### src/rtl/synth_pkg.sv
// ---------------------------------------------------------------------------
// synth_pkg
// Shared definitions for the sample-SRAM voice arbiter:
//   - state_t    : arbiter FSM state encoding
//   - DEF_*      : default parameter values used by sram_voice_arbiter
//   - DEF_ACC_W  : mix accumulator width (DATA_W + 2 headroom bits)
// ---------------------------------------------------------------------------
package synth_pkg;

    typedef enum logic [2:0] {
        ST_IDLE   = 3'd0,
        ST_SETUP  = 3'd1,
        ST_READ   = 3'd2,
        ST_ACCUM  = 3'd3,
        ST_OUTPUT = 3'd4
    } state_t;

    localparam int DEF_NUM_VOICES = 4;
    localparam int DEF_ADDR_W     = 20;
    localparam int DEF_DATA_W     = 16;
    // Two headroom bits hold the sum of four full-scale signed samples.
    localparam int DEF_ACC_W      = DEF_DATA_W + 2;

endpackage

### src/rtl/mix_saturate.sv
// ---------------------------------------------------------------------------
// mix_saturate
// Combinational conversion of the mix accumulator to an output sample.
// Build option: MIX_SATURATE_EN
//   defined   : accumulator clamped to the signed DATA_W range
//   undefined : accumulator arithmetic-shifted right by 2 (divide by 4)
// Ports:
//   i_acc  in  ACC_W   signed accumulator value
//   o_data out DATA_W  signed output sample
// ---------------------------------------------------------------------------
module mix_saturate #(
    parameter int DATA_W = 16,
    parameter int ACC_W  = DATA_W + 2
) (
    input  logic signed [ACC_W-1:0]  i_acc,
    output logic        [DATA_W-1:0] o_data
);

`ifdef MIX_SATURATE_EN
    localparam logic signed [ACC_W-1:0] SAT_MAX =
        {{(ACC_W-DATA_W+1){1'b0}}, {(DATA_W-1){1'b1}}};
    localparam logic signed [ACC_W-1:0] SAT_MIN =
        {{(ACC_W-DATA_W+1){1'b1}}, {(DATA_W-1){1'b0}}};

    // Clamp the full sum into the representable output range.
    always_comb begin
        if (i_acc > SAT_MAX) begin
            o_data = {1'b0, {(DATA_W-1){1'b1}}};
        end else if (i_acc < SAT_MIN) begin
            o_data = {1'b1, {(DATA_W-1){1'b0}}};
        end else begin
            o_data = i_acc[DATA_W-1:0];
        end
    end
`else
    // Dropped fraction bits of the divide-by-4; kept only to mark them consumed.
    logic w_unused_lsb;

    // Arithmetic shift by 2: with ACC_W = DATA_W + 2 the top slice is exact.
    always_comb begin
        o_data       = i_acc[DATA_W+1:2];
        w_unused_lsb = ^i_acc[1:0];
    end
`endif

endmodule

### src/rtl/sram_voice_arbiter.sv
// ---------------------------------------------------------------------------
// sram_voice_arbiter
// Shares one asynchronous sample SRAM between NUM_VOICES voice requesters.
// On each sample_tick the active voices are snapshotted, read one at a time in
// ascending index order, summed into a signed accumulator and converted to one
// output sample by mix_saturate (build option MIX_SATURATE_EN selects clamp vs
// divide-by-4).
// Ports:
//   Clk, Reset               clock, async active-high reset
//   sample_tick              one-cycle frame start pulse
//   voice_req / voice_addr   per-voice request and word address
//   voice_ack                one-cycle pulse when a voice's word is consumed
//   SRAM_ADDR/CE_N/OE_N/DQ   SRAM read interface
//   audio_data / audio_valid mixed sample and its update strobe
//   overrun                  sticky: tick arrived while a frame was running
// ---------------------------------------------------------------------------
module sram_voice_arbiter
    import synth_pkg::*;
#(
    parameter int NUM_VOICES = DEF_NUM_VOICES,
    parameter int ADDR_W     = DEF_ADDR_W,
    parameter int DATA_W     = DEF_DATA_W,
    parameter int SRAM_WAIT  = 2
) (
    input  logic                         Clk,
    input  logic                         Reset,
    input  logic                         sample_tick,
    input  logic [NUM_VOICES-1:0]        voice_req,
    input  logic [NUM_VOICES*ADDR_W-1:0] voice_addr,
    output logic [NUM_VOICES-1:0]        voice_ack,
    output logic [ADDR_W-1:0]            SRAM_ADDR,
    output logic                         SRAM_CE_N,
    output logic                         SRAM_OE_N,
    input  logic [DATA_W-1:0]            SRAM_DQ,
    output logic [DATA_W-1:0]            audio_data,
    output logic                         audio_valid,
    output logic                         overrun
);

    localparam int         ACC_W     = DATA_W + 2;
    localparam int         IDX_W     = (NUM_VOICES > 1) ? $clog2(NUM_VOICES) : 1;
    localparam logic [2:0] WAIT_LAST = 3'(SRAM_WAIT - 1);

    state_t                    r_state;
    state_t                    w_state_nxt;
    logic [NUM_VOICES-1:0]     r_snap;
    logic [NUM_VOICES-1:0]     w_pending;
    logic [IDX_W-1:0]          r_sel;
    logic [IDX_W-1:0]          w_sel_nxt;
    logic [IDX_W-1:0]          w_first_idx;
    logic                      w_any;
    logic [2:0]                r_wait;
    logic [DATA_W-1:0]         r_word;
    logic signed [ACC_W-1:0]   r_acc;
    logic [DATA_W-1:0]         w_mix;
    logic                      w_tick_idle;
    logic                      w_last_read;

    logic [ADDR_W-1:0]         r_addr;
    logic                      r_ce_n;
    logic                      r_oe_n;
    logic [NUM_VOICES-1:0]     r_ack;
    logic [DATA_W-1:0]         r_data;
    logic                      r_valid;
    logic                      r_overrun;

    assign w_tick_idle = sample_tick && (r_state == ST_IDLE);
    assign w_last_read = (r_state == ST_READ) && (r_wait == WAIT_LAST);

    // Voices still to be served: fresh request mask at frame start, the
    // snapshot minus the voice just accumulated when leaving ACCUM.
    always_comb begin
        w_pending = r_snap;
        if (r_state == ST_IDLE) begin
            w_pending = voice_req;
        end else if (r_state == ST_ACCUM) begin
            w_pending[r_sel] = 1'b0;
        end else begin
            w_pending = r_snap;
        end
    end

    // Lowest-index pending voice; unset bits cost no cycles.
    always_comb begin
        w_any       = 1'b0;
        w_first_idx = '0;
        for (int i = NUM_VOICES - 1; i >= 0; i--) begin
            w_first_idx = w_pending[i] ? IDX_W'(i) : w_first_idx;
            w_any       = w_any | w_pending[i];
        end
    end

    // Next-state and next-voice selection.
    always_comb begin
        w_state_nxt = r_state;
        w_sel_nxt   = r_sel;
        case (r_state)
            ST_IDLE: begin
                if (sample_tick) begin
                    w_state_nxt = w_any ? ST_SETUP : ST_OUTPUT;
                    w_sel_nxt   = w_first_idx;
                end else begin
                    w_state_nxt = ST_IDLE;
                end
            end
            ST_SETUP:  w_state_nxt = ST_READ;
            ST_READ:   w_state_nxt = (r_wait == WAIT_LAST) ? ST_ACCUM : ST_READ;
            ST_ACCUM: begin
                w_state_nxt = w_any ? ST_SETUP : ST_OUTPUT;
                w_sel_nxt   = w_first_idx;
            end
            ST_OUTPUT: w_state_nxt = ST_IDLE;
            default:   w_state_nxt = ST_IDLE;
        endcase
    end

    // FSM state, voice pointer, snapshot, wait counter and accumulator.
    always_ff @(posedge Clk or posedge Reset) begin
        if (Reset) begin
            r_state <= ST_IDLE;
            r_sel   <= '0;
            r_snap  <= '0;
            r_wait  <= 3'd0;
            r_word  <= '0;
            r_acc   <= '0;
        end else begin
            r_state <= w_state_nxt;
            r_sel   <= w_sel_nxt;
            if (w_tick_idle || (r_state == ST_ACCUM)) begin
                r_snap <= w_pending;
            end
            r_wait <= (r_state == ST_READ) ? (r_wait + 3'd1) : 3'd0;
            if (w_last_read) begin
                r_word <= SRAM_DQ;
            end
            if (w_tick_idle) begin
                r_acc <= '0;
            end else if (r_state == ST_ACCUM) begin
                r_acc <= r_acc + {{(ACC_W-DATA_W){r_word[DATA_W-1]}}, r_word};
            end
        end
    end

    mix_saturate #(
        .DATA_W (DATA_W),
        .ACC_W  (ACC_W)
    ) u_mix (
        .i_acc  (r_acc),
        .o_data (w_mix)
    );

    // Registered outputs, decoded from the state being entered so that the
    // SRAM strobes and ack line up with the SETUP/READ/ACCUM cycles.
    always_ff @(posedge Clk or posedge Reset) begin
        if (Reset) begin
            r_addr    <= '0;
            r_ce_n    <= 1'b1;
            r_oe_n    <= 1'b1;
            r_ack     <= '0;
            r_data    <= '0;
            r_valid   <= 1'b0;
            r_overrun <= 1'b0;
        end else begin
            r_ce_n <= !((w_state_nxt == ST_SETUP) || (w_state_nxt == ST_READ));
            r_oe_n <= !(w_state_nxt == ST_READ);
            if (w_state_nxt == ST_SETUP) begin
                r_addr <= voice_addr[w_sel_nxt*ADDR_W +: ADDR_W];
            end
            r_ack   <= (w_state_nxt == ST_ACCUM) ? (NUM_VOICES'(1) << r_sel) : '0;
            r_valid <= (r_state == ST_OUTPUT);
            if (r_state == ST_OUTPUT) begin
                r_data <= w_mix;
            end
            if (sample_tick && (r_state != ST_IDLE)) begin
                r_overrun <= 1'b1;
            end
        end
    end

    assign SRAM_ADDR   = r_addr;
    assign SRAM_CE_N   = r_ce_n;
    assign SRAM_OE_N   = r_oe_n;
    assign voice_ack   = r_ack;
    assign audio_data  = r_data;
    assign audio_valid = r_valid;
    assign overrun     = r_overrun;

endmodule

### config.mk
export PLATFORM = sky130hd
export DESIGN_NAME = sram_voice_arbiter
export DESIGN_NICKNAME = d
export VERILOG_FILES = /design/src/rtl/synth_pkg.sv /design/src/rtl/mix_saturate.sv /design/src/rtl/sram_voice_arbiter.sv
export SDC_FILE = /design/constraint.sdc
export NUM_CORES = 1
export LEC_CHECK = 0
export CAP_MARGIN = 5
export CORE_UTILIZATION = 43
export DETAILED_ROUTE_END_ITERATION = 8
export GPL_ROUTABILITY_DRIVEN = 0
export PLACE_DENSITY_LB_ADDON = 0.08
export SLEW_MARGIN = 0
export SYNTH_ARGS = -nofsm -noshare
export SYNTH_HDL_FRONTEND = slang
export SYNTH_SLANG_ARGS = --single-unit
export TNS_END_PERCENT = 5
### constraint.sdc
create_clock -name Clk -period 4.95 [get_ports Clk]
set_clock_uncertainty 0.05 [all_clocks]
set_input_delay 0.99 -clock Clk [delete_from_list [all_inputs] [get_ports Clk]]
set_output_delay 0.99 -clock Clk [all_outputs]
set_load 0.02 [all_outputs]
==> impl_metrics.tcl, run 1 <==
set metrics [dict create \
    outcome "complete, no violations" \
    layout_common_cells "146 x clkdlybuf4s50_1, 88 x dfrtp_1, 78 x nand2_1, 42 x mux2i_1, 30 x nor2_1" \
    synthToLayoutAreaGrowth_pct 36.3 \
    pre_cts_slack_ns 0.987 \
    max-cap-violations 0 \
    cts_made_buffers 9 \
    dr_wl_met2_um 5580 \
    core_sq_um 11400 \
    grt_max_degree 51 \
    firstDrtPassIters 6 \
    cts_root_buf "clkbuf_16" \
    hold_path.class "reg -> reg" \
    dr.max_layer_used "met4" \
    finalCritPeriodShare_pct 72.6 \
    die_y_um 110 \
    tns_ns 0 \
    synth-seq-cells 90 \
    power_mw 4.54 \
    slowest_stage "clkdlybuf4s50_1" \
    synth_cell_types 65 \
    min_period_ns 3.60 \
    wl_met3_um 969 \
    synth-edff-count 0 \
    power_density_nw_per_um2 665 \
    syn_area_sq_um 5010 \
    final_common_cell "clkdlybuf4s50_1" \
    wl_per_cell_um 15.9 \
    fill_cells 1004 \
    required_ns 5.07 \
    final_hold_viol_count 0 \
    antenna_found_initial 0 \
    nets 726 \
    grt-ovfl-total 0 \
    startpoint_type "input pin" \
    critPathBufInv 1 \
    cp_data_arrival_time_ns 3.71 \
    endpoint_kind "register" \
    wl_met1_um 5220 \
    max_stage_delay_ns 0.56 \
    grt_use_total_pct 21.4 \
    rsz0062_at_grt "false" \
    io_pins 147 \
    slew_headroom_pct 18.1 \
    antenna_cells 0 \
    row_count 39 \
    regArea_sq_um 2250 \
    ys_seq_area_share_pct 45.0 \
    vias 4018 \
    hpwl_um 8600 \
    first_global_vias 4076 \
    initial_core_util_pct 44.1 \
    insertion_delay_ns 0.34 \
    p_leak_nw 2.96 \
    portBuffers 146 \
    ys.flop_type "dfrtp_1" \
    timing.fmax_mhz 278 \
    syn_avg_cell_area_sq_um 10.7 \
    die-area_sq_um 12100 \
    cts_hold_buf 0 \
    final_antenna_net_count 0 \
    placed_area_sq_um 6520 \
    synth_top_area_share_pct 44.0 \
    peakVddDrop_uv 376 \
    finalSetupViolations 0 \
    yosysTopAreaCell "dfrtp_1" \
    vias_per_cell 5.35 \
    synth_warnings 0 \
    cts_tree "built" \
    post_cts_buffers 0 \
    syn-num-nets 589 \
    utilization_pct 60.0 \
    crit_chain "clkdlybuf4s50_1 > nand2_1 > a21o_1 > a2111o_1 > nand2_4 > mux2i_1 > a221oi_2" \
    critPathTopFamily "compound AO/OA/AOI/OAI gates" \
    slew_viol_final 0 \
    worst_pin_slew_ns 1.23 \
    crit_fanout 40 \
    drc_errors 0 \
    grt_pass1_wl_um 19700 \
    fp.dieW_um 110 \
    synthesis.instances 466 \
    synth_area_leaders "dfrtp_1 44%, mux2i_1 8.4%, a221oi_2 6.0%" \
    multiInputGateArea_sq_um 2540 \
    drive_gt1_share_pct 12.3 \
    critPathKind "in -> reg" \
    drt-initial-drc-count 226 \
    cts.sinks 90 \
    synthArstFlopShare_pct 100 \
    drt_wl_total_um 12000 \
    final_area_sq_um 6830 \
    h-tree-depth 3 \
    cts_resized 0 \
    clockBufferDepth 2 \
    clkTransAtPathRegs_ns 0.06 \
    fin_ws_ns 1.35 \
]
cell usage after synthesis (all sizes together), types with 2 or more instances:
cell type / n
dfrtp: 88
nand2: 80
mux2i: 42
nor2: 31
a221oi: 21
ha: 19
o21ai: 19
a21oi: 17
mux2: 16
buf: 15
inv: 11
xnor2: 10
clkbuf: 8
nor3: 8
a211oi: 7
nand3: 7
a21o: 6
a31oi: 4
o21bai: 4
o31ai: 4
xor2: 4
and3: 3
nand2b: 3
nand4: 3
o21a: 3
a2111o: 2
and2: 2
dfstp: 2
nor3b: 2
o211ai: 2
or3: 2
or3b: 2
kinds of logic (layout without fill, tap and decap cells):
| group | Yosys count | count (layout) | synth area share (%) |
|---|---|---|---|
| AO/OA/AOI/OAI | 99 | 99 | 16.9 |
| XOR/XNOR | 14 | 14 | 2.45 |
| adder cells (fa/ha/maj) | 20 | 20 | 5.15 |
| buffers and inverters | 35 | 177 | 4.37 |
| flip-flops | 90 | 90 | 45.0 |
| multiplexers | 58 | 58 | 12.0 |
| AND/OR/NAND/NOR | 150 | 150 | 14.1 |
sequential cells by signal, summed over array words and instances (netlist names):
register and flops:
r_word 16, r_state 3, audio_valid 1, r_acc 18, audio_data 16, r_wait 3
r_snap 4, SRAM_CE_N 1, overrun 1, r_sel 2, voice_ack 4, SRAM_ADDR 20
SRAM_OE_N 1
worst paths after layout:
check / startpoint / end / slack, ns / depth (start not counted)
max: sample_tick / SRAM_ADDR[12]$_DFFE_PP0N_ / 1.35 / 7
min: r_wait[0]$_DFF_PP0_ / r_wait[0]$_DFF_PP0_ / 0.42 / 1
max reg2reg: r_state[1]$_DFF_PP0_ / SRAM_ADDR[12]$_DFFE_PP0N_ / 1.82 / 7
min reg2reg: r_wait[0]$_DFF_PP0_ / r_wait[0]$_DFF_PP0_ / 0.42 / 1
max in group asynchronous: Reset / SRAM_ADDR[18]$_DFFE_PP0N_ / 2.74 / 3
min in group asynchronous: Reset / audio_data[12]$_DFFE_PP0P_ / 1.06 / 2
stage by stage:
| step | cells | hold slack [ns] |
|---|---|---|
| after floorplan | 466 | 0.388 |
| after global placement | 735 | 0.401 |
| after detailed placement | 735 | 0.413 |
| after CTS | 751 | 0.421 |
| after global routing | 751 | 0.462 |
| final | 751 | 0.418 |
routing by layer:
layer | global-route usage, % | vias up
met2 | 33.8 | 146
met1 | 26.9 | 1900
li1 | - | 1959
met4 | 8.48 | 0
met3 | 7.29 | 13
met5 | 0 | -
layout make-up:
type / instances / share of cell area, %
Clock buffer: 11 / 3.70
Clock inverter: 5 / 0.770
Timing Repair Buffer: 149 / 21.7
Multi-Input combinational cell: 341 / 37.3
Sequential cell: 90 / 33.0
Inverter: 12 / 0.880
Tap cell: 143 / 2.62
where the power goes:
group,internal (mW),leakage (nW),total [mW],switching (mW)
combinational,1.16,1.70,2.52,1.36
sequential,1.07,1.11,1.32,0.253
clock,0.416,0.151,0.695,0.279
total,2.65,2.96,4.54,1.89
No activity file was read; power rests on OpenSTA's default activity.
==> run 2: changes to the inputs <==
clock period = 3.31 ns   (was 4.95 ns; I/O delays follow)
==> run 2 against run 1 <==
Clock-buffer cell count stayed put. First-iteration DRC count is 9.7% lower. Total power is 52% higher. Register-to-register slack worse by 1.4 ns. Critical endpoint is now r_acc[17]$_DFFE_PP0P_. Largest cell class unchanged.
==> impl_metrics.tcl, run 2 (same netlist as run 1, synthesis figures left out) <==
set metrics [dict create \
    largest_reg_flops 20 \
    grt_max_degree 91 \
    cts_root_buf "clkbuf_16" \
    crit_chain "ha_1 > a21o_1 > a2111o_1 > a211oi_1 > o31ai_1 > a21oi_1 > mux2i_1 > o211ai_1" \
    final_common_cell "clkdlybuf4s50_1" \
    h-tree-depth 3 \
    final_antenna_net_count 0 \
    slew_viol_final 0 \
    hpwl_um 8620 \
    finalCritPeriodShare_pct 87.9 \
    fin_cells 758 \
    min_period_ns 2.91 \
    finalSetupViolations 0 \
    die_y_um 110 \
    antenna_cells 0 \
    p_leak_nw 2.99 \
    required_ns 3.48 \
    first_global_vias 4092 \
    timing.fmax_mhz 344 \
    critPathBufInv 0 \
    r2r_cells 8 \
    max-cap-violations 0 \
    vias_per_cell 5.26 \
    drive_gt1_share_pct 13.2 \
    regArea_sq_um 2250 \
    hp-start "r_wait[0]$_DFF_PP0_" \
    fill_cells 997 \
    utilization_pct 60.8 \
    cts_tree "built" \
    holdWs_ns 0.416 \
    worstHoldPathCells 1 \
    vias 3989 \
    reg2reg_to "r_acc[17]$_DFFE_PP0P_" \
    drt-initial-drc-count 204 \
    endpoint_kind "register" \
    max_stage_delay_ns 0.42 \
    portBuffers 146 \
    peakVddDrop_uv 486 \
    final_hold_viol_count 0 \
    outcome "complete, no violations" \
    insertion_delay_ns 0.35 \
    placed_cells 742 \
    slew_headroom_pct 40.6 \
    initial_core_util_pct 44.1 \
    fp.dieW_um 110 \
    firstDrtPassIters 5 \
    r2r_setup_slack_ns 0.40 \
    r2r_start "r_word[11]$_DFFE_PP0P_" \
    hold_path.class "reg -> reg" \
    rsz0062_at_grt "false" \
    nets 733 \
    startpoint_type "register" \
    grt_pass1_wl_um 19800 \
    startpoint "r_word[11]$_DFFE_PP0P_" \
    slowest_stage "a2111o_1" \
    io_pins 147 \
    cp_num_cells 8 \
    critPathKind "reg -> reg" \
    critPathTopFamily "compound AO/OA/AOI/OAI gates" \
    tns_ns 0 \
    synthToLayoutAreaGrowth_pct 37.9 \
    cts_resized 0 \
    cts.sinks 90 \
    drt_wl_total_um 12200 \
    crit_fanout 5 \
    layout_common_cells "146 x clkdlybuf4s50_1, 88 x dfrtp_1, 78 x nand2_1, 42 x mux2i_1, 30 x nor2_1" \
    cp_data_arrival_time_ns 3.08 \
    power_density_nw_per_um2 998 \
    clkTransAtPathRegs_ns 0.07 \
    cts_hold_buf 0 \
    drc_errors 0 \
    cts_made_buffers 9 \
    min_to "r_wait[0]$_DFF_PP0_" \
    post_cts_buffers 0 \
    worst_pin_slew_ns 0.891 \
    antenna_found_initial 0 \
    grt-ovfl-total 0 \
    multiInputGateArea_sq_um 2540 \
    core_sq_um 11400 \
    grt_use_total_pct 21.8 \
    clockBufferDepth 2 \
    wl_per_cell_um 16.1 \
    die-area_sq_um 12100 \
    row_count 39 \
]
-- run 2: worst register-to-register path, delay by kind of cell, from the launching register on --
family	cells	cell delay, ns
muxes	1	0.26
AOI/OAI and AO/OA	6	1.69
DFF	1	0.41
adders and majority gates	1	0.38
-- run 2: worst max-delay path by stage --
stage / slack [ns] / end
after floorplan: 0.27 / SRAM_ADDR[0]$_DFFE_PP0N_
after CTS: 0.43 / r_acc[17]$_DFFE_PP0P_
after detailed placement: 0.34 / SRAM_ADDR[12]$_DFFE_PP0N_
final: 0.40 / r_acc[17]$_DFFE_PP0P_
after global placement: 0.40 / SRAM_ADDR[11]$_DFFE_PP0N_
after global routing: 0.19 / r_acc[12]$_DFFE_PP0P_
-- run 2: layout make-up --
type                    count  share of cell area, %
multi-input cells         341                   36.8
flip-flops and latches     90                   32.6
repair buffers            156                   22.8
clock buffers              11                   3.51
well taps                 143                   2.59
inverters                  12                  0.869
clock inverters             5                  0.797
-- run 2: power by group --
group | internal (mW) | switching [mW] | leakage (nW)
combinational | 1.83 | 2.07 | 1.75
sequential | 1.60 | 0.362 | 1.11
clock | 0.603 | 0.434 | 0.142
-- run 2: through the flow --
step                      instance area, sq um  power [mW]  setup WS [ns]
after floorplan                           5010        4.73          0.266
after global routing                      6910        7.42          0.190
final                                     6910        6.89          0.401
after detailed placement                  6610        5.90          0.335
after global placement                    6610        5.79          0.399
after CTS                                 6910        6.97          0.428
-- run 2: routing by layer --
| metal | share of wire (%) | GRT usage, % |
|---|---|---|
| met4 | 1.2 | 6.76 |
| met3 | 7.7 | 8.71 |
| met5 | 0 | 0 |
| met1 | 43 | 26.0 |
| met2 | 48 | 35.9 |
==> run 3: changes to the inputs <==
CAP_MARGIN = not set   (was 5)
==> results of run 3 <==
The final DEF is identical to that of run 2; final timing and power are the same.
